## config.mk

```make
export PLATFORM = sky130hd
export DESIGN_NAME = inv_sub_bytes_ctrl
export DESIGN_NICKNAME = d
export VERILOG_FILES = /design/src/rtl/inv_sub_bytes_ctrl.sv
export SDC_FILE = /design/constraint.sdc
export NUM_CORES = 1
export LEC_CHECK = 0
export CORE_ASPECT_RATIO = 2
export CORE_MARGIN = 2
export CORE_UTILIZATION = 45
export CTS_BUF_LIST = sky130_fd_sc_hd__clkbuf_8
export DETAILED_ROUTE_END_ITERATION = 6
export GPL_TIMING_DRIVEN = 0
export HOLD_SLACK_MARGIN = 0.03
export PLACE_DENSITY = 0.75
export RECOVER_POWER = 100
export REMOVE_ABC_BUFFERS = 1
export SETUP_SLACK_MARGIN = 0.02
export SYNTH_ARGS = -nofsm -noshare
export SYNTH_HDL_FRONTEND = slang
export SYNTH_SLANG_ARGS = --single-unit
export TNS_END_PERCENT = 50
```

## constraint.sdc

```tcl
create_clock -name clk -period 3.6 [get_ports clk]
set_input_delay 1.08 -clock clk [delete_from_list [all_inputs] [get_ports clk]]
set_output_delay 1.08 -clock clk [all_outputs]
set_load 0.03 [all_outputs]
```

## src/rtl/inv_sub_bytes_ctrl.sv

```systemverilog
// InvSubBytes sequencer: streams a 128-bit AES state through LANES shared
// Inv_Sbox lanes, one group of bytes per cycle, then presents the result with a done pulse.
module inv_sub_bytes_ctrl #(
    parameter int unsigned LANES = 1
) (
    input  logic                 clk,
    input  logic                 rst,
    input  logic                 start,
    input  logic [127:0]         state_in,
    output logic                 busy,
    output logic                 done,
    output logic [127:0]         state_out,
    output logic [8*LANES-1:0]   sbox_state,
    input  logic [8*LANES-1:0]   sbox_Sstate
);

    localparam int unsigned NB   = 16;
    localparam int unsigned NGRP = NB / LANES;
    localparam int unsigned GW   = (NGRP > 1) ? $clog2(NGRP) : 1;
    localparam int unsigned SW   = 128;

    generate
        if (!(LANES == 1 || LANES == 2 || LANES == 4 || LANES == 8 || LANES == 16)) begin : g_bad_lanes
            $error("inv_sub_bytes_ctrl: LANES must be 1, 2, 4, 8 or 16");
        end
    endgenerate

    localparam logic [GW-1:0] GRP_LAST = GW'(NGRP - 1);

    typedef enum logic {
        IDLE = 1'b0,
        RUN  = 1'b1
    } fsm_t;

    fsm_t            fsm_q, fsm_d;
    logic [GW-1:0]   grp_q, grp_d;
    logic [SW-1:0]   work_q, work_d;
    logic            busy_d;
    logic            done_d;
    logic [SW-1:0]   out_d;

    // Next-state, lane steering and result capture
    always_comb begin
        fsm_d      = fsm_q;
        grp_d      = grp_q;
        work_d     = work_q;
        busy_d     = 1'b0;
        done_d     = 1'b0;
        out_d      = state_out;
        sbox_state = '0;

        case (fsm_q)
            IDLE: begin
                if (start) begin
                    work_d = state_in;
                    grp_d  = '0;
                    fsm_d  = RUN;
                    busy_d = 1'b1;
                end
            end
            RUN: begin
                // byte i belongs to group i/LANES and rides lane i%LANES
                for (int i = 0; i < int'(NB); i++) begin
                    if (GW'(i / int'(LANES)) == grp_q) begin
                        sbox_state[8*(i % int'(LANES)) +: 8] = work_q[8*(int'(NB) - 1 - i) +: 8];
                        work_d[8*(int'(NB) - 1 - i) +: 8]    = sbox_Sstate[8*(i % int'(LANES)) +: 8];
                    end
                end
                if (grp_q == GRP_LAST) begin
                    fsm_d  = IDLE;
                    grp_d  = '0;
                    done_d = 1'b1;
                    out_d  = work_d;
                end else begin
                    grp_d  = grp_q + GW'(1);
                    busy_d = 1'b1;
                end
            end
            default: begin
                fsm_d = IDLE;
                grp_d = '0;
            end
        endcase
    end

    // State and output registers
    always_ff @(posedge clk) begin
        if (rst) begin
            fsm_q     <= IDLE;
            grp_q     <= '0;
            work_q    <= '0;
            busy      <= 1'b0;
            done      <= 1'b0;
            state_out <= '0;
        end else begin
            fsm_q     <= fsm_d;
            grp_q     <= grp_d;
            work_q    <= work_d;
            busy      <= busy_d;
            done      <= done_d;
            state_out <= out_d;
        end
    end

endmodule

```

# Yosys cells after proc, flatten, opt, wreduce, memory -nomap -nowiden
# Cells that the tools add are included.
# word_totals
word_cells,69
latchBits,0
ram_bits,0
out_inout_bits,138
input_bits,139
romBits,0
reg_bits,262
mem_count,0
# classes
n_addsub,1
multipliers,0
n_reduce_logical,3
eq_ne,17
n_lt_le_gt_ge,0
div,0
n_bitwise,1
shifts,0
mux,42
# op_table
op,n
$mux 8,33
$pmux 128 s2,1
$mux 128,1
$eq 4x4->1 const A,8
$eq 3x4->1 const A,4
$eq 2x4->1 const A,2
$mux 4,2
$pmux 4 s2,1
$add 4x1->4 const B,1
$eq 1x4->1 const A,1
$eq 4x4->1 const B,1
$logic_not 4->1,1
$mux 1,3
$ne 2x2->1 const B,1
$pmux 1 s2,1
$reduce_and 2->1,1
$reduce_or 2->1,1
$not 1->1,1

# Depth between registers and ports, before layout
# logic_depth
word_depth,18
mapped_depth,10

# Worst setup path before layout
# OpenSTA, ideal clock, no wires.
# synth_timing
path_kind,flip-flop to output port
startpoint,register grp_q[1]
endpoint,output sbox_state[2]
arrival_ps,2397
path_slack_ps,123
path_stages_with_launch,10
path_cell_list,dfxtp_1 > inv_1 > ha_1 > buf_4 > buf_6 > nor2_1 > o21a_2 > a21boi_0 > o21ai_0 > o31ai_1
# synth_via
elab_chain_len,18
elab_cells_between_ends,33
classes_between,15 x eq/ne; 17 x mux; 1 x reduce/logical
# synth_rtl
item,line,source
from (decl),36,"logic [GW-1:0] grp_q, grp_d;"
from (signal assigned),97,grp_q <= grp_d;
$logic_not 4->1,64,if (GW'(i / int'(LANES)) == grp_q) begin
$mux 8 (15 in series),64,
$mux 8 *,64,
$mux 8 *,52,case (fsm_q)
to (decl),13,"output logic [8*LANES-1:0] sbox_state,"
# Every way passes the cells marked *; elsewhere a longest branch is shown, timed or not.

# Worst setup path in the final report
# layout_timing
startpoint,register grp_q[1]
endpoint,output sbox_state[4]
# Same word-level chain as after synthesis.

==> results by group <==
Run status
  – Outcome: complete, but fails checks
  – Failing checks: DRC, capacitance limit, slew limit, setup timing

Yosys
  – Dominant synthesized flop cell: dfxtp_1
  – Async set-reset flop share out of synthesis: 0%
  – Flops & latches, synth: 262
  – Synthesized area: around 12,000 um2
  – Number of synthesized flops with an enable pin: 0
  – Syn avg cell area: ~7.6 um2
  – Post-Syn Instances: approximately 1,600
  – Seq/Total Area, Yosys: between 40 and 50%
  – Synth cell types: 58
  – Syn. warnings: 0

Critical path
  – Worst Path Arrival: 2.89 ns
  – R2R Setup Slk: about 0.27 ns
  – CP peak stage delay: approximately 0.52 ns
  – Critical path's most frequent cell: buf_4
  – Critical Path Start Type: flop
  – Worst R2R End: state_out[49]$_SDFFE_PP0P_
  – End point of the critical path: sbox_state[4]
  – FF-to-FF path depth: 4
  – Critical path class: flop to output port
  – Worst EP required: 2.52 ns
  – R2R Path Start: grp_q[2]$_SDFFE_PP0P_
  – Crit-path slowest cell: or4_4
  – Worst Setup SP: grp_q[1]$_SDFFE_PP0P_
  – Worst Setup End Kind: output port
  – Crit path max fanout: 5
  – Critical Path, Cell by Cell: buf_6 > ha_4 > buf_12 > nand3b_1 > buf_4 > nor2_1 > or4_4 > a221o_1 > o211ai_1 > buf_4

STA
  – Final Skew: around 0.024 ns
  – Final hold viol count: 0
  – Final slew viol count: 41
  – Worst-margin pin slew: 1.67 ns
  – Worst slew margin: -11.6%
  – Tcrit/Tclk final: 110%
  – RSZ-0062 raised after global routing: true
  – Final setup viols: 93
  – Final WS setup: -0.373 ns
  – Fin crit period: between 3 and 4 ns
  – Fmax: between 200 and 300 MHz
  – Hold slack: ~0.45 ns

Floorplan
  – IO Pins: 277
  – Core Rows: 83
  – Core area: between 20,000 and 30,000 um2
  – Die Span Y: 233 um
  – Die Width: around 120 um
  – Initial core utilization: 45.8%
  – DIE AREA: around 28,000 um2

Layout
  – Area of the multi-input gates: ~6000 um2
  – Share of layout cells above drive strength 1: approximately a tenth
  – Util after Layout: 61.8%
  – Filler cells: between 2,000 and 2,500
  – Register area: about 5300 um2
  – Final #Nets: roughly 1,900
  – Synthesis-to-finish area growth: 34.9%

Place
  – Dpl ws: -1.63 ns
  – GP Congestion: roughly 0.89
  – Input/output buffers: about 280
  – Hpwl dp: between 30,000 and 40,000 um

Clock tree
  – Clock Path Buffers: 3
  – Max H-tree Level: 2
  – Worst skew pair latency: around 0.56 ns
  – Total CTS buffers: 38
  – TritonCTS Sinks: ~260
  – Root Buffer: clkbuf_8
  – CTS tree: done
  – CTS Hold Bufs: 0
  – Clk pin slew, worst setup/hold paths: 0.06 ns

Pwr
  – Leakage: 6.05 nW
  – Power Density: approximately 410 nW/um2
  – VDD IR max: ~0.29 mV
  – Tot Pwr: between 6 and 7 mW

Job
  – Max-capacitance violation count: 1

Global route
  – Antenna violations before repair: 2
  – GRT overflow: 0
  – Pin count of the biggest net entering global routing: ~130
  – Global-route wire length before repair: just under 70,000 um
  – GRT Overall Usage: 32.2%
  – Vias in the first global route: 12,300

Detailed routing
  – DR WL/cell: ~21 um
  – Drt initial violations: 1,222
  – Vias per std cell: 5.84
  – TritonRoute pass-1 iters: 7
  – Drt drc: 1
  – ANT nets after route: 0
  – DR vias: 12,600
  – Final wirelength: 45,600 um

Min path
  – Hold Path Stages: 2
  – Hold/Removal Path Class: flop to flop
Yosys cell counts (9+ instances only):
library cell	instances	share of area [%]
buf_1	9	0.29
nand3_1	33	1.4
nand2b_1	10	0.53
inv_1	13	0.42
nand2_1	291	9.3
a21oi_2	11	0.82
buf_4	14	0.89
o21ai_0	24	1.0
a311oi_1	24	1.8
a2111oi_1	9	0.77
a2111oi_0	32	2.4
nor3_1	13	0.55
a211oi_1	9	0.57
a21oi_1	139	5.9
buf_2	35	1.5
a221o_1	12	1.0
nor4_1	61	3.2
nor2_1	345	11
o2bb2ai_1	10	0.75
clkbuf_1	61	1.9
nor2b_1	31	1.7
dfxtp_1	262	45
final cells by class:
type	instances	area share (%)
Sequential cell	262	33.2
Inverter	14	0.395
Tap cell	340	2.68
Antenna cell	2	0.0316
Multi-Input combinational cell	1157	38.1
Timing Repair Buffer	324	20.7
Clock inverter	15	0.568
Clock buffer	49	4.25
cells in the final DEF, fill, tap and decap left out, types with 10 or more instances in the layout:
| cell | count |
|---|---|
| o2bb2ai_1 | 10 |
| a2111oi_0 | 48 |
| nor2b_1 | 30 |
| o21ai_0 | 24 |
| nor2_1 | 341 |
| a21oi_2 | 11 |
| nor3_1 | 13 |
| buf_4 | 38 |
| clkbuf_8 | 49 |
| a311oi_1 | 24 |
| inv_1 | 20 |
| nand2_1 | 290 |
| dlygate4sd3_1 | 131 |
| a21oi_1 | 139 |
| dfxtp_1 | 257 |
| nand3_1 | 32 |
| clkdlybuf4s50_1 | 136 |
| a221o_1 | 12 |
| nor4_1 | 62 |
worst min-delay path by stage:
stage,startpoint,end,slack (ns)
floorplan,work_q[91]$_SDFFE_PP0P_,state_out[91]$_SDFFE_PP0P_,0.43
global placement,state_out[33]$_SDFFE_PP0P_,state_out[33]$_SDFFE_PP0P_,0.44
detailed placement,state_out[78]$_SDFFE_PP0P_,state_out[78]$_SDFFE_PP0P_,0.45
CTS,state_out[78]$_SDFFE_PP0P_,state_out[78]$_SDFFE_PP0P_,0.45
global route,state_out[78]$_SDFFE_PP0P_,state_out[78]$_SDFFE_PP0P_,0.47
finish,state_out[117]$_SDFFE_PP0P_,state_out[117]$_SDFFE_PP0P_,0.45
kinds of logic (layout without fill, tap and decap cells):
| family | count (synthesis) | after routing | share of synthesized area [%] |
|---|---|---|---|
| AO/OA/AOI/OAI | 322 | 322 | 18.9 |
| adder cells (fa/ha/maj) | 4 | 4 | 0.426 |
| buffers and inverters | 136 | 402 | 5.35 |
| flip-flops | 262 | 262 | 44.6 |
| multiplexers | 1 | 1 | 0.0852 |
| other | 0 | 2 | 0 |
| AND/OR/NAND/NOR | 825 | 830 | 30.6 |
critical path: cells and delay by family, from the launching register on:
kind | cells | cell delay, ns
buffers and inverters | 4 | 0.62
flip-flops | 1 | 0.35
AO/OA/AOI/OAI | 2 | 0.47
AND/OR/NAND/NOR | 3 | 0.74
adder cells (fa/ha/maj) | 1 | 0.17
per-stage QoR:
step                setup TNS (ns)  cell area [um2]  cells
finish                       -8.31            15900   2163
global route                -29.49            15900   2163
CTS                          -2.40            16000   2159
detailed placement          -12.64            14600   2053
global placement          -1369.49            14400   2044
floorplan                  -274.22            11200   1428
metal layers:
| layer | global-route usage (%) | up-vias | share of wire (%) |
|---|---|---|---|
| li1 | - | 5873 | - |
| met2 | 56.4 | 743 | 51 |
| met5 | 0 | - | 0 |
| met3 | 4.31 | 188 | 6.9 |
| met1 | 33.8 | 5833 | 34 |
| met4 | 27.0 | 0 | 8.8 |
registers in the layout, summed over array words and instances, names as in the netlist:
| register | count |
|---|---|
| state_out | 128 |
| work_q | 128 |
| grp_q | 4 |
| done | 1 |
| fsm_q | 1 |
what timing repair did:
action,CTS,global route
cloned,7,0
gates resized for setup,83,11
pin swaps,16,5
setup endpoints to repair,12,8
setup buffers,35,2
power by group:
part           switching [mW]  internal (mW)
clock network            1.14           1.29
logic                   0.476          0.365
registers               0.128           3.03
total                    1.75           4.68
Power figures use the tool's default switching activity.
